[src/rtl/serial_frame_transmitter.sv]
// Framed serial transmitter: start(1), data MSB-first, optional parity, stop(s)=1, idle low.
// Define SERIAL_TX_BUFFER_EN to add a one-entry holding buffer for gapless back-to-back frames.
module serial_frame_transmitter #(
  parameter int DATA_W       = 7,
  parameter int PARITY       = 1,
  parameter int STOP_BITS    = 1,
  parameter int CLKS_PER_BIT = 1
) (
  input  logic              clk,
  input  logic              rst,
  input  logic [DATA_W-1:0] in_data,
  input  logic              in_valid,
  output logic              in_ready,
  output logic              serial_out,
  output logic              busy,
  output logic              tx_done
);

  localparam int PAR_EN    = (PARITY != 0) ? 1 : 0;
  localparam int REST_LEN  = DATA_W + PAR_EN + STOP_BITS;
  localparam int FRAME_LEN = 1 + REST_LEN;
  localparam int CNT_W     = (CLKS_PER_BIT > 1) ? $clog2(CLKS_PER_BIT) : 1;
  localparam int BIT_W     = $clog2(FRAME_LEN);
  localparam logic [CNT_W-1:0] BAUD_LAST = CNT_W'(CLKS_PER_BIT - 1);
  localparam logic [BIT_W-1:0] BIT_LAST  = BIT_W'(FRAME_LEN - 1);

  generate
    if (DATA_W < 1) begin : g_bad_data_w
      $error("serial_frame_transmitter: DATA_W must be >= 1");
    end
    if (PARITY < 0 || PARITY > 2) begin : g_bad_parity
      $error("serial_frame_transmitter: PARITY must be 0, 1 or 2");
    end
    if (STOP_BITS != 1 && STOP_BITS != 2) begin : g_bad_stop
      $error("serial_frame_transmitter: STOP_BITS must be 1 or 2");
    end
    if (CLKS_PER_BIT < 1) begin : g_bad_cpb
      $error("serial_frame_transmitter: CLKS_PER_BIT must be >= 1");
    end
  endgenerate

  // Everything after the start bit, built once at handshake so parity uses the captured word.
  logic [REST_LEN-1:0] in_rest;
  generate
    if (PARITY == 0) begin : g_no_par
      assign in_rest = {in_data, {STOP_BITS{1'b1}}};
    end else begin : g_par
      logic par_bit;
      assign par_bit = (PARITY == 2) ? ~^in_data : ^in_data;
      assign in_rest = {in_data, par_bit, {STOP_BITS{1'b1}}};
    end
  endgenerate

  typedef enum logic {IDLE, SHIFT} state_t;

  state_t              state_reg, state_next;
  logic [CNT_W-1:0]    baud_reg, baud_next;
  logic [BIT_W-1:0]    bit_reg, bit_next;
  logic [REST_LEN-1:0] shift_reg, shift_next;
  logic                serial_reg, serial_next;
  logic                accept;
`ifdef SERIAL_TX_BUFFER_EN
  logic [REST_LEN-1:0] buf_reg, buf_next;
  logic                buf_full_reg, buf_full_next;
`endif

  always_ff @(posedge clk or posedge rst) begin
    if (rst) begin
      state_reg    <= IDLE;
      baud_reg     <= '0;
      bit_reg      <= '0;
      shift_reg    <= '0;
      serial_reg   <= 1'b0;
`ifdef SERIAL_TX_BUFFER_EN
      buf_reg      <= '0;
      buf_full_reg <= 1'b0;
`endif
    end else begin
      state_reg    <= state_next;
      baud_reg     <= baud_next;
      bit_reg      <= bit_next;
      shift_reg    <= shift_next;
      serial_reg   <= serial_next;
`ifdef SERIAL_TX_BUFFER_EN
      buf_reg      <= buf_next;
      buf_full_reg <= buf_full_next;
`endif
    end
  end

  always_comb begin
    state_next  = state_reg;
    baud_next   = baud_reg;
    bit_next    = bit_reg;
    shift_next  = shift_reg;
    serial_next = serial_reg;
    tx_done     = 1'b0;
    busy        = (state_reg == SHIFT);
`ifdef SERIAL_TX_BUFFER_EN
    buf_next      = buf_reg;
    buf_full_next = buf_full_reg;
    in_ready      = !buf_full_reg;
`else
    in_ready      = (state_reg == IDLE);
`endif
    accept = in_valid && in_ready;

    case (state_reg)
      IDLE: begin
        serial_next = 1'b0;
        if (accept) begin
          state_next  = SHIFT;
          shift_next  = in_rest;
          serial_next = 1'b1;
          baud_next   = '0;
          bit_next    = '0;
        end
      end
      SHIFT: begin
        if (baud_reg != BAUD_LAST) begin
          baud_next = baud_reg + 1'b1;
        end else begin
          baud_next = '0;
          if (bit_reg != BIT_LAST) begin
            serial_next = shift_reg[REST_LEN-1];
            shift_next  = shift_reg << 1;
            bit_next    = bit_reg + 1'b1;
          end else begin
            tx_done  = 1'b1;
            bit_next = '0;
`ifdef SERIAL_TX_BUFFER_EN
            // Pending word (buffered or offered right now) starts with no idle gap.
            if (buf_full_reg) begin
              shift_next    = buf_reg;
              buf_full_next = 1'b0;
              serial_next   = 1'b1;
            end else if (accept) begin
              shift_next  = in_rest;
              serial_next = 1'b1;
            end else begin
              state_next  = IDLE;
              serial_next = 1'b0;
            end
`else
            state_next  = IDLE;
            serial_next = 1'b0;
`endif
          end
        end
`ifdef SERIAL_TX_BUFFER_EN
        if (accept && !tx_done) begin
          buf_next      = in_rest;
          buf_full_next = 1'b1;
        end
`endif
      end
      default: state_next = IDLE;
    endcase
  end

  assign serial_out = serial_reg;

endmodule

[config.mk]
export PLATFORM = sky130hd
export DESIGN_NAME = serial_frame_transmitter
export DESIGN_NICKNAME = d
export VERILOG_FILES = /design/src/rtl/serial_frame_transmitter.sv
export SDC_FILE = /design/constraint.sdc
export NUM_CORES = 1
export LEC_CHECK = 0
export BUFFER_PORTS_ARGS = -buffer_cell sky130_fd_sc_hd__buf_2
export CORE_MARGIN = 5
export CORE_UTILIZATION = 56
export CTS_CLUSTER_DIAMETER = 60
export DETAILED_ROUTE_END_ITERATION = 10
export GPL_TIMING_DRIVEN = 0
export PLACE_DENSITY_LB_ADDON = 0.3
export SETUP_SLACK_MARGIN = 0.05
export SYNTH_ARGS = -nofsm -noshare
export SYNTH_HDL_FRONTEND = slang
export SYNTH_SLANG_ARGS = --single-unit
[constraint.sdc]
create_clock -name clk -period 2.3 [get_ports clk]
set_input_delay 0.23 -clock clk [delete_from_list [all_inputs] [get_ports clk]]
set_output_delay 0.23 -clock clk [all_outputs]
set_load 0.02 [all_outputs]
After elaboration in Yosys (flattened, before gate mapping)
Cells that the tools add are included.
Cells by class
  eq/ne operators: 4
  bitwise operators: 1
  muxes and demuxes: 21
  reduce and logical (&&, ||, !) cells: 4
  $add $sub $neg: 2
Operators by type and width (number)
  $mux W9: 3
  $pmux W9 S2: 1
  $mux W4: 3
  $mux W1: 10
  $pmux W4 S2: 1
  $reduce_xor A7 Y1: 1
  $pmux W1 S2: 3
  $add A4 B1 Y4 const B: 1
  $ne A2 B1 Y1 const B: 2
  $ne A4 B4 Y1 const B: 1
  $reduce_and A3 Y1: 1
  $ne A2 B2 Y1 const B: 1
  $reduce_and A2 Y1: 1
  $add A1 B1 Y1 const B: 1
  $logic_and A1 B1 Y1: 1
  $not A1 Y1: 1
Word-level totals
  input bits: 10
  output and inout bits: 4
  logic and storage cells: 37
  flip-flop bits (word level): 16

Longest topological paths before layout
  word-level depth: 4
  gate-level depth with buffers: 8
  mapped depth without buffers: 6

Least setup slack after synthesis
No wires, ideal clock.
  path type: register to register
  from: register bit_reg[0]
  to: register shift_reg[1]
  path slack: 716 ps
  arrival time: 1458 ps
  period minus slack after synthesis: 1584 ps
  stages on the path, launching flop included: 8
  setup time: 126 ps
  buffers on the path: 2
  data required time: 2174 ps
  cells stage by stage: dfrtp_1 > ha_1 > and4b_1 > or2_1 > buf_6 > buf_6 > nand2_1 > o21ai_0
Between the ends
  word-level cells in the longest chain between the ends: 3
RTL lines
  from (decl): RTL line 58  | logic [BIT_W-1:0] bit_reg, bit_next;
  from (signal assigned): RTL line 81  | bit_reg <= bit_next;
  $ne A4 B4 Y1: RTL line 124  | if (bit_reg != BIT_LAST) begin
  $ne A2 B1 Y1 (no line)
  $reduce_and A3 Y1 (no line)
  to (signal assigned): RTL line 82  | shift_reg <= shift_next;
  to (decl): RTL line 59  | logic [REST_LEN-1:0] shift_reg, shift_next;
No other way between the ends.
A chain may end at the register's enable or synchronous reset.

Final worst setup path
  from: register bit_reg[0]
  to: register shift_reg[7]
Same word-level chain as after synthesis.

==> impl_metrics.env <==
export IMPL_cp_common_cell="buf_6"
export IMPL_via_count=580
export IMPL_violations="negative hold slack"
export IMPL_post_cts_setup_buffers=0
export IMPL_irDropWorstVdd_uv=681.9
export IMPL_dr_pass1_iters=4
export IMPL_worstSkewPairLatency_ns=0.29
export IMPL_placementRows=13
export IMPL_initial_utilization_pct=59.13
export IMPL_vias_per_cell=5.472
export IMPL_setup_violations=0
export IMPL_max_slew_margin_pct=62.44
export IMPL_required_ns=2.47
export IMPL_grt_pass1_wl_mm=2.470
export IMPL_synth_cell_types=20
export IMPL_synth_top_family_by_area="simple AND/OR/NAND/NOR gates"
export IMPL_worst_r2r_endpoint="shift_reg[7]"
export IMPL_die_width_um=47.07
export IMPL_critical_path_max_stage_delay_ns=0.43
export IMPL_path_cells="ha_1, and4b_1, or2_1, buf_6, buf_6, nand2_1, o21ai_0"
export IMPL_cp_max_fo=10
export IMPL_cts_htree_levels=1
export IMPL_fin_skew_ns=0.004309
export IMPL_p_per_area_mw_per_mm2=1199
export IMPL_ctsResizeCount=0
export IMPL_largest_reg_flops=9
export IMPL_max_freq_mhz=610.6
export IMPL_fp_dieH_um=47.07
export IMPL_synthMuxAreaShare_pct=9.106
export IMPL_cap_viol_max_count=0
export IMPL_critPathCaptureType="flop"
export IMPL_r2r_slack_ns=0.66
export IMPL_status="finished, violations left"
export IMPL_fin_crit_sh_pct=71.21
export IMPL_period_needed_ns=1.638
export IMPL_drtAntennaViolNets=0
export IMPL_worstMarginPinSlew_ns=0.5627
export IMPL_syn_nets=86
export IMPL_synthAdderAreaFrac_pct=3.252
export IMPL_die_area_mm2=0.002216
export IMPL_yosys_area_share_simple_pct=13.33
export IMPL_wl_per_cell_um=14.42
export IMPL_r2r_start="bit_reg[0]"
export IMPL_cts_max_path_buffers=2
export IMPL_cts_root_buf="clkbuf_4"
export IMPL_cts_sinks=15
export IMPL_mostFrequentLayoutCells="dfrtp_1, buf_2, nand2_1"
export IMPL_num_antenna_cells=0
export IMPL_routed_top_layer="met4"
export IMPL_syn2layout_area_growth_pct=14.47
export IMPL_fin_tns_setup_ns=0
export IMPL_grt_pass1_vias=578
export IMPL_synth_top_cell_by_area="dfrtp_1"
export IMPL_cts_buffers_inserted=3
export IMPL_drt_total_wl_mm=1.528
export IMPL_timing_hold_ws_ns=-0.02435
export IMPL_drc=0
export IMPL_tritoncts="built"
export IMPL_final_common_cell="dfrtp_1"
export IMPL_wl_met1_um=680
export IMPL_grt_max_degree=16
export IMPL_dp_hpwl_mm=1.157
export IMPL_clk_pin_slew_ns=0.09
export IMPL_hold_class="in -> async"
export IMPL_synth_compound_area_share_pct=10.73
export IMPL_layout_drive_gt1_share_pct=23.08
export IMPL_synth_seq_area_share_pct=48.78
export IMPL_slew_viol_final=0
export IMPL_synth_avg_cell_area_um2=10.40
export IMPL_route_met2_wl_um=714
export IMPL_nFillCells=123
export IMPL_grt_antenna_before_repair=0
export IMPL_wl_met3_um=75
export IMPL_cp_start_kind="flop"
export IMPL_synth_xor_area_share_pct=9.268
export IMPL_io_pins=14
export IMPL_core_mm2=0.001301
export IMPL_yosysWarnings=0
export IMPL_grt_overflow_total=0
export IMPL_grt_total_usage_pct=16.38
export IMPL_dp_slack_ns=0.6794
export IMPL_fin_ws_ns=0.6622
export IMPL_nets=104
export IMPL_worstSetupPathType="reg -> reg"
export IMPL_final_hold_violation_count=15
export IMPL_power_leakage_uw=0.0004824
export IMPL_ys_seq_elements=15
export IMPL_postLayoutCoreUtil_pct=67.69
export IMPL_syn_area_um2=769.5
export IMPL_r2r_cells=7
export IMPL_critPathSlowestCell="dfrtp_1"
export IMPL_drtIter0Drc=6
export IMPL_port_buffers=13
export IMPL_ctsHoldBuffers=0
export IMPL_synth_top_area_share_pct=48.78
export IMPL_globalplace_congestion=0.7544
export IMPL_arrival_ns=1.81
export IMPL_rsz0062_at_grt="no"
export IMPL_synthCells=74
export IMPL_synthTopCellsByArea="dfrtp_1, mux2i_1, o21ai_0"
## routing by layer
| layer | vias up | global-route usage (%) |
|---|---|---|
| met3 | 7 | 3.065 |
| li1 | 283 | - |
| met4 | 0 | 11.60 |
| met1 | 274 | 19.13 |
| met5 | - | 0 |
| met2 | 16 | 26.83 |
## stage by stage
stage	std cells	cell area, um2	power (uW)	hold WS (ns)
floorplan	74	769.5	785.4	0.1315
global placement	102	853.3	879.0	0.3087
detailed placement	102	853.3	908.7	0.3177
CTS	106	880.8	1064	0.001703
global route	106	880.8	1137	0.02486
finish	106	880.8	1056	-0.02435
## synthesized netlist by cell type
master and instances:
a21o_1 1, and2_1 1, and4b_1 1, buf_2 1, buf_6 2, dfrtp_1 15, ha_1 2, inv_1 4
mux2i_1 7, nand2_1 13, nand3_1 1, nand3b_1 1, nor2_1 5, o21ai_0 12, o21ai_2 1, o22ai_1 1
or2_1 1, xnor2_1 2, xnor3_1 2, xor2_1 1
## layout make-up
type                            count  area [um2]  share of cell area, %
Multi-Input combinational cell     52       351.6                  39.91
Buffer                              3       27.53                  3.125
Inverter                            4       15.01                  1.705
Timing Repair Buffer               13       65.06                  7.386
Tap cell                           15       18.77                  2.131
Clock buffer                        3       22.52                  2.557
Sequential cell                    15       375.4                  42.61
Clock inverter                      1       5.005                 0.5682
## cells by family after synthesis
| group | Yosys count |
|---|---|
| AND/OR/NAND/NOR | 23 |
| AO/OA/AOI/OAI | 15 |
| flip-flops | 15 |
| buffers and inverters | 7 |
| multiplexers | 7 |
| XOR/XNOR | 5 |
| adder cells (fa/ha/maj) | 2 |
## worst max-delay path by stage
stage               startpoint           end  slack [ns]
global route        bit_reg[0]  shift_reg[1]        0.58
CTS                 bit_reg[0]  shift_reg[7]        0.65
detailed placement  bit_reg[0]  shift_reg[7]        0.68
finish              bit_reg[0]  shift_reg[7]        0.66
global placement    bit_reg[0]  shift_reg[1]        0.74
floorplan           bit_reg[0]  shift_reg[1]        0.72
## worst max-delay path, delay by kind of cell, from the launching register on
family / cells / cell delay [ns]
fa+ha+maj: 1 / 0.23
compound gates: 1 / 0.09
buf+inv: 2 / 0.28
flops: 1 / 0.43
simple gates: 3 / 0.48
## report_power, final
group	switching [uW]	leakage, uW	internal [uW]
logic	246	0.000274	202
registers	81.6	0.000191	375
clock network	87.9	0.0000177	64.7
total	415	0.000482	641
(Power assumes the default switching activity.)
